[config.mk]
export PLATFORM = sky130hd
export DESIGN_NAME = my_type_fifo_flat
export DESIGN_NICKNAME = d
export VERILOG_FILES = /design/src/rtl/my_type_fifo_if.sv /design/src/rtl/my_type_fifo.sv /design/src/flat_wrapper.sv
export SDC_FILE = /design/constraint.sdc
export NUM_CORES = 1
export LEC_CHECK = 0
export CORE_MARGIN = 5
export CORE_UTILIZATION = 30
export DETAILED_ROUTE_END_ITERATION = 7
export PLACE_DENSITY_LB_ADDON = 0.25
export SLEW_MARGIN = 30
export SYNTH_ARGS = -nofsm -noshare
export SYNTH_HDL_FRONTEND = slang
export SYNTH_SLANG_ARGS = --single-unit
[constraint.sdc]
create_clock -name clk -period 3.8 [get_ports clk]
set_clock_uncertainty 0.1 [all_clocks]
set_input_delay 0.38 -clock clk [delete_from_list [all_inputs] [get_ports clk]]
set_output_delay 0.38 -clock clk [all_outputs]
set_load 0.005 [all_outputs]
[src/rtl/my_type_fifo_if.sv]
// Valid/ready producer and consumer bundle for my_type_fifo, plus debug occupancy.
interface my_type_fifo_if #(
  parameter int unsigned WIDTH = 32,
  parameter int unsigned DEPTH = 4,
  parameter int unsigned CW    = $clog2(DEPTH + 1)
);
  logic             in_valid;
  logic [WIDTH-1:0] in_data;
  logic             in_ready;
  logic             out_valid;
  logic [WIDTH-1:0] out_data;
  logic             out_ready;
  logic [CW-1:0]    count;
  logic [CW-1:0]    peak;

  // Environment side: drives producer data and consumer ready.
  modport master (
    output in_valid, in_data, out_ready,
    input  in_ready, out_valid, out_data, count, peak
  );

  // FIFO side.
  modport slave (
    input  in_valid, in_data, out_ready,
    output in_ready, out_valid, out_data, count, peak
  );
endinterface

[src/rtl/my_type_fifo.sv]
// In-order buffer for my_type_t words between two valid/ready handshakes,
// with occupancy and high-water-mark reporting.
module my_type_fifo #(
  parameter int unsigned WIDTH = 32,
  parameter int unsigned DEPTH = 4
) (
  input  logic          clk,
  input  logic          rst_n,
  my_type_fifo_if.slave bus
);
  localparam int unsigned CW = $clog2(DEPTH + 1);
  localparam int unsigned AW = $clog2(DEPTH);

  logic [WIDTH-1:0] mem [DEPTH];
  logic [AW-1:0]    wr_ptr;
  logic [AW-1:0]    rd_ptr;
  logic [CW-1:0]    count_q;
  logic [CW-1:0]    count_d;
  logic [CW-1:0]    peak_q;
  logic [CW-1:0]    peak_d;
  logic             push;
  logic             pop;
  logic             full;
  logic             empty;

  // Pointers wrap at DEPTH-1 so non-power-of-two depths work.
  function automatic logic [AW-1:0] ptr_inc(input logic [AW-1:0] p);
    return (p == AW'(DEPTH - 1)) ? '0 : p + AW'(1);
  endfunction

  // Handshake qualification; rst_n gates in_ready so nothing lands during reset.
  always_comb begin
    full          = (count_q == CW'(DEPTH));
    empty         = (count_q == '0);
    bus.in_ready  = !full && rst_n;
    bus.out_valid = !empty;
    bus.out_data  = empty ? '0 : mem[rd_ptr];
    push          = bus.in_valid && bus.in_ready;
    pop           = bus.out_valid && bus.out_ready;
  end

  // Next occupancy and high-water mark.
  always_comb begin
    count_d = count_q;
    if (push && !pop) begin
      count_d = count_q + CW'(1);
    end else if (pop && !push) begin
      count_d = count_q - CW'(1);
    end
    peak_d = (count_d > peak_q) ? count_d : peak_q;
  end

  // Pointer, occupancy and peak registers.
  always_ff @(posedge clk or negedge rst_n) begin
    if (!rst_n) begin
      wr_ptr  <= '0;
      rd_ptr  <= '0;
      count_q <= '0;
      peak_q  <= '0;
    end else begin
      if (push) wr_ptr <= ptr_inc(wr_ptr);
      if (pop)  rd_ptr <= ptr_inc(rd_ptr);
      count_q <= count_d;
      peak_q  <= peak_d;
    end
  end

  // Storage array; contents intentionally survive reset.
  always_ff @(posedge clk) begin
    if (push) mem[wr_ptr] <= bus.in_data;
  end

  assign bus.count = count_q;
  assign bus.peak  = peak_q;
endmodule

[src/flat_wrapper.sv]
// flat-port wrapper written by rule: the top's interface ports become plain ports
module my_type_fifo_flat 
#(
  parameter int unsigned WIDTH = 32,
  parameter int unsigned DEPTH = 4
)
  (clk, rst_n, bus_in_valid, bus_in_data, bus_out_ready, bus_in_ready, bus_out_valid, bus_out_data, bus_count, bus_peak);
  my_type_fifo_if #(.WIDTH(WIDTH), .DEPTH(DEPTH)) bus_i ();
  input  logic clk;
  input  logic rst_n;
  input wire logic [$bits(bus_i.in_valid)-1:0] bus_in_valid;
  input wire logic [$bits(bus_i.in_data)-1:0] bus_in_data;
  input wire logic [$bits(bus_i.out_ready)-1:0] bus_out_ready;
  output wire logic [$bits(bus_i.in_ready)-1:0] bus_in_ready;
  output wire logic [$bits(bus_i.out_valid)-1:0] bus_out_valid;
  output wire logic [$bits(bus_i.out_data)-1:0] bus_out_data;
  output wire logic [$bits(bus_i.count)-1:0] bus_count;
  output wire logic [$bits(bus_i.peak)-1:0] bus_peak;
  assign bus_i.in_valid = bus_in_valid;
  assign bus_i.in_data = bus_in_data;
  assign bus_i.out_ready = bus_out_ready;
  assign bus_in_ready = bus_i.in_ready;
  assign bus_out_valid = bus_i.out_valid;
  assign bus_out_data = bus_i.out_data;
  assign bus_count = bus_i.count;
  assign bus_peak = bus_i.peak;
  my_type_fifo #(.WIDTH(WIDTH), .DEPTH(DEPTH)) u_core (.clk(clk), .rst_n(rst_n), .bus(bus_i));
endmodule
==> flow_summary_export.csv <==
group,metric,value,unit
synthesis,synth_compound_area_frac,0.0174,
detailed_routing,dr_total_vias,2698,
timing,finalCriticalPeriod,3150,ps
synthesis,synthDistinctLibCells,33,
clocking,cts_buffers,17,
floorplanning,die_area,21300,µm²
placement,gp_congestion,0.682,
timing,fmax,0.318,GHz
synthesis,ys_async_sr_fraction,0.0725,
timing,finalCritPeriodShare,0.829,
detailed_routing,detail_route.wl_per_cell,18.6,µm
finish,final_cells,601,
detailed_routing,first_pass_iters,4,
run_status,status,"finished clean",
synthesis,syn_inst,270,
setup_path,path_class,"flip-flop to output pin",
synthesis,synth_xor_area_frac,0.00158,
timing,drv_slew,0,
finish,final_design_area_no_fill,7150,µm²
finish,regArea,4100,µm²
synthesis,ys_seq_area_frac,0.740,
finish,final_cell_mix,"edfxtp_1 (128), clkdlybuf4s50_1 (75), and2_1 (33), mux4_2 (32), clkbuf_16 (17)",
timing,setup_viol,0,
floorplanning,dieWidth,146,µm
timing,tns,0,ps
synthesis,synthSimpleGateAreaFrac,0.0565,
finish,drive_above_1_share,0.218,
synthesis,yosys_warnings,0,
detailed_routing,drtIter0Drc,150,
hold_path,hp-class,"primary input to async pin",
synthesis,synth_top_family_by_area,"multiplexers",
synthesis,synth_area_per_cell,20.5,µm²
synthesis,synth_fp_nets,317,
clocking,clock-root-buffer,"clkbuf_16",
placement,hpwlAfterDp,6.94,mm
clocking,htree_levels,4,
clocking,postCtsSetupRepairBufs,0,
setup_path,crit_path_max_fanout,19,
placement,post-place-ws,674,ps
clocking,clock_latency,410,ps
floorplanning,core_area,18100,µm²
setup_path,crit_required,3320,ps
placement,place_area,6590,µm²
detailed_routing,wl,11.2,mm
clocking,cts_sinks,138,
clocking,holdBufCountCts,0,
power,power_density,774,nW/µm²
timing,tightest_slew,896,ps
timing,rsz0062_at_grt,"false",
flow_run,cap_violations,0,
clocking,cts_resized,0,
detailed_routing,drcViolationCount,0,
global_routing,antenna_found_initial,0,
detailed_routing,routed_via_density,4.49,
floorplanning,io_pins,76,
finish,layout_commonest_cell,"edfxtp_1",
synthesis,yosys.area_share.adder,0.0269,
global_routing,grt-ovfl-total,0,
finish,finish.net_count,407,
global_routing,grtUsageTotal,0.110,
finish,multi_input_area,1360,µm²
setup_path,critPathArrivalTime,2670,ps
synthesis,synthMuxAreaShare,0.142,
power,total_power,5.53,mW
finish,num-fill-cells,1610,
timing,maxSlewHeadroom,0.403,
floorplanning,rows,49,
placement,dp_cells,570,
floorplanning,start_util,0.306,
global_routing,grt_max_degree,36,
finish,syn_to_final_growth,29.2,%
floorplanning,die_h,146,µm
finish,antennaDiodeCount,0,
clocking,clk_path_buf_depth,2,
setup_path,cp-start-kind,"flip-flop",
detailed_routing,ant_nets,0,
timing,timing.final.ws_setup,651,ps
synthesis,ys_ff_latch,138,
power,irDropWorstVdd,285,µV
placement,portBuffers,75,
synthesis,ys.flop_type,"edfxtp_1",
clocking,tritoncts,"built",
global_routing,grt_pass1_wl,17.3,mm
synthesis,synth_edf_count,128,
synthesis,synth_area,5530,µm²
timing,hold_viol,0,
global_routing,grt_pass1_vias,3047,
clocking,path_clk_slew,50,ps
power,p_leak,2.39,nW
setup_path,cp-end-kind,"output pin",
==> per-stage QoR <==
step / util / hold WS (ps)
finish: 0.395 / 235
global placement: 0.364 / 427
CTS: 0.395 / 214
detailed placement: 0.364 / 430
global route: 0.395 / 230
floorplan: - / -15.6
==> worst paths after layout <==
path	startpoint	cells past startpoint	to	slack, ps
max	u_core.rd_ptr[0]	4	bus_out_data[24]	650
min	rst_n	2	u_core.bus.count[2]	240
max reg2reg	u_core.bus.count[0]	13	u_core.bus.peak[1]	690
min reg2reg	u_core.bus.peak[2]	1	u_core.bus.peak[2]	450
max in group asynchronous	rst_n	2	u_core.rd_ptr[1]	3190
min in group clk	u_core.bus.peak[2]	1	u_core.bus.peak[2]	450
==> Yosys cell counts (2+ instances only) <==
cell | instances | share of area
ha_1 | 11 | 0.025
mux2_4 | 2 | 0.0054
edfxtp_1 | 128 | 0.69
a21o_1 | 2 | 0.0027
a21oi_2 | 2 | 0.0032
buf_4 | 3 | 0.0041
mux2_2 | 2 | 0.0041
buf_2 | 3 | 0.0027
o21ai_1 | 3 | 0.0027
nand2_1 | 3 | 0.0020
inv_1 | 8 | 0.0054
mux4_2 | 32 | 0.13
clkbuf_1 | 5 | 0.0034
dfrtp_1 | 10 | 0.045
and2_1 | 37 | 0.042
a21oi_1 | 2 | 0.0018
==> where the power goes <==
group / total, mW / internal, mW / switching, mW
logic: 1.87 / 1.17 / 0.707
registers: 2.08 / 1.87 / 0.208
clock network: 1.58 / 1.01 / 0.568
==> kinds of logic (layout without fill, tap and decap cells) <==
kind of cell | count (synthesis) | in the layout
buffers and inverters | 19 | 121
AO/OA/AOI/OAI | 14 | 14
flip-flops | 138 | 138
XOR/XNOR | 1 | 1
AND/OR/NAND/NOR | 49 | 49
multiplexers | 37 | 37
adder cells (fa/ha/maj) | 12 | 12
==> registers in the layout (all words and copies together) (netlist names) <==
name and flops:
u_core.bus.count 3, u_core.bus.peak 3, u_core.rd_ptr 2, u_core.mem 128
u_core.wr_ptr 2
==> area by class of cell <==
type                       instances  area share
clock buffer                      19      0.0606
clock inverter                    12      0.0184
inverter                           8     0.00420
multi-input combinational        113       0.190
sequential                       138       0.573
tap                              229      0.0401
timing repair buffer              82       0.114
==> metal layers <==
| layer | track usage | vias to the layer above | part of all wire |
|---|---|---|---|
| met5 | 0 | - | 0 |
| met4 | 0.0499 | 0 | 0.018 |
| met3 | 0.0355 | 15 | 0.038 |
| met2 | 0.186 | 52 | 0.51 |
| met1 | 0.129 | 1378 | 0.43 |
| li1 | - | 1253 | - |
==> worst max-delay path, cell delays in order (launching register included) <==
cell             delay (ps)
dfrtp_2                 800
buf_12                  280
mux4_2                  540
and2_1                  170
clkdlybuf4s50_1         450
(Power assumes the default switching activity.)
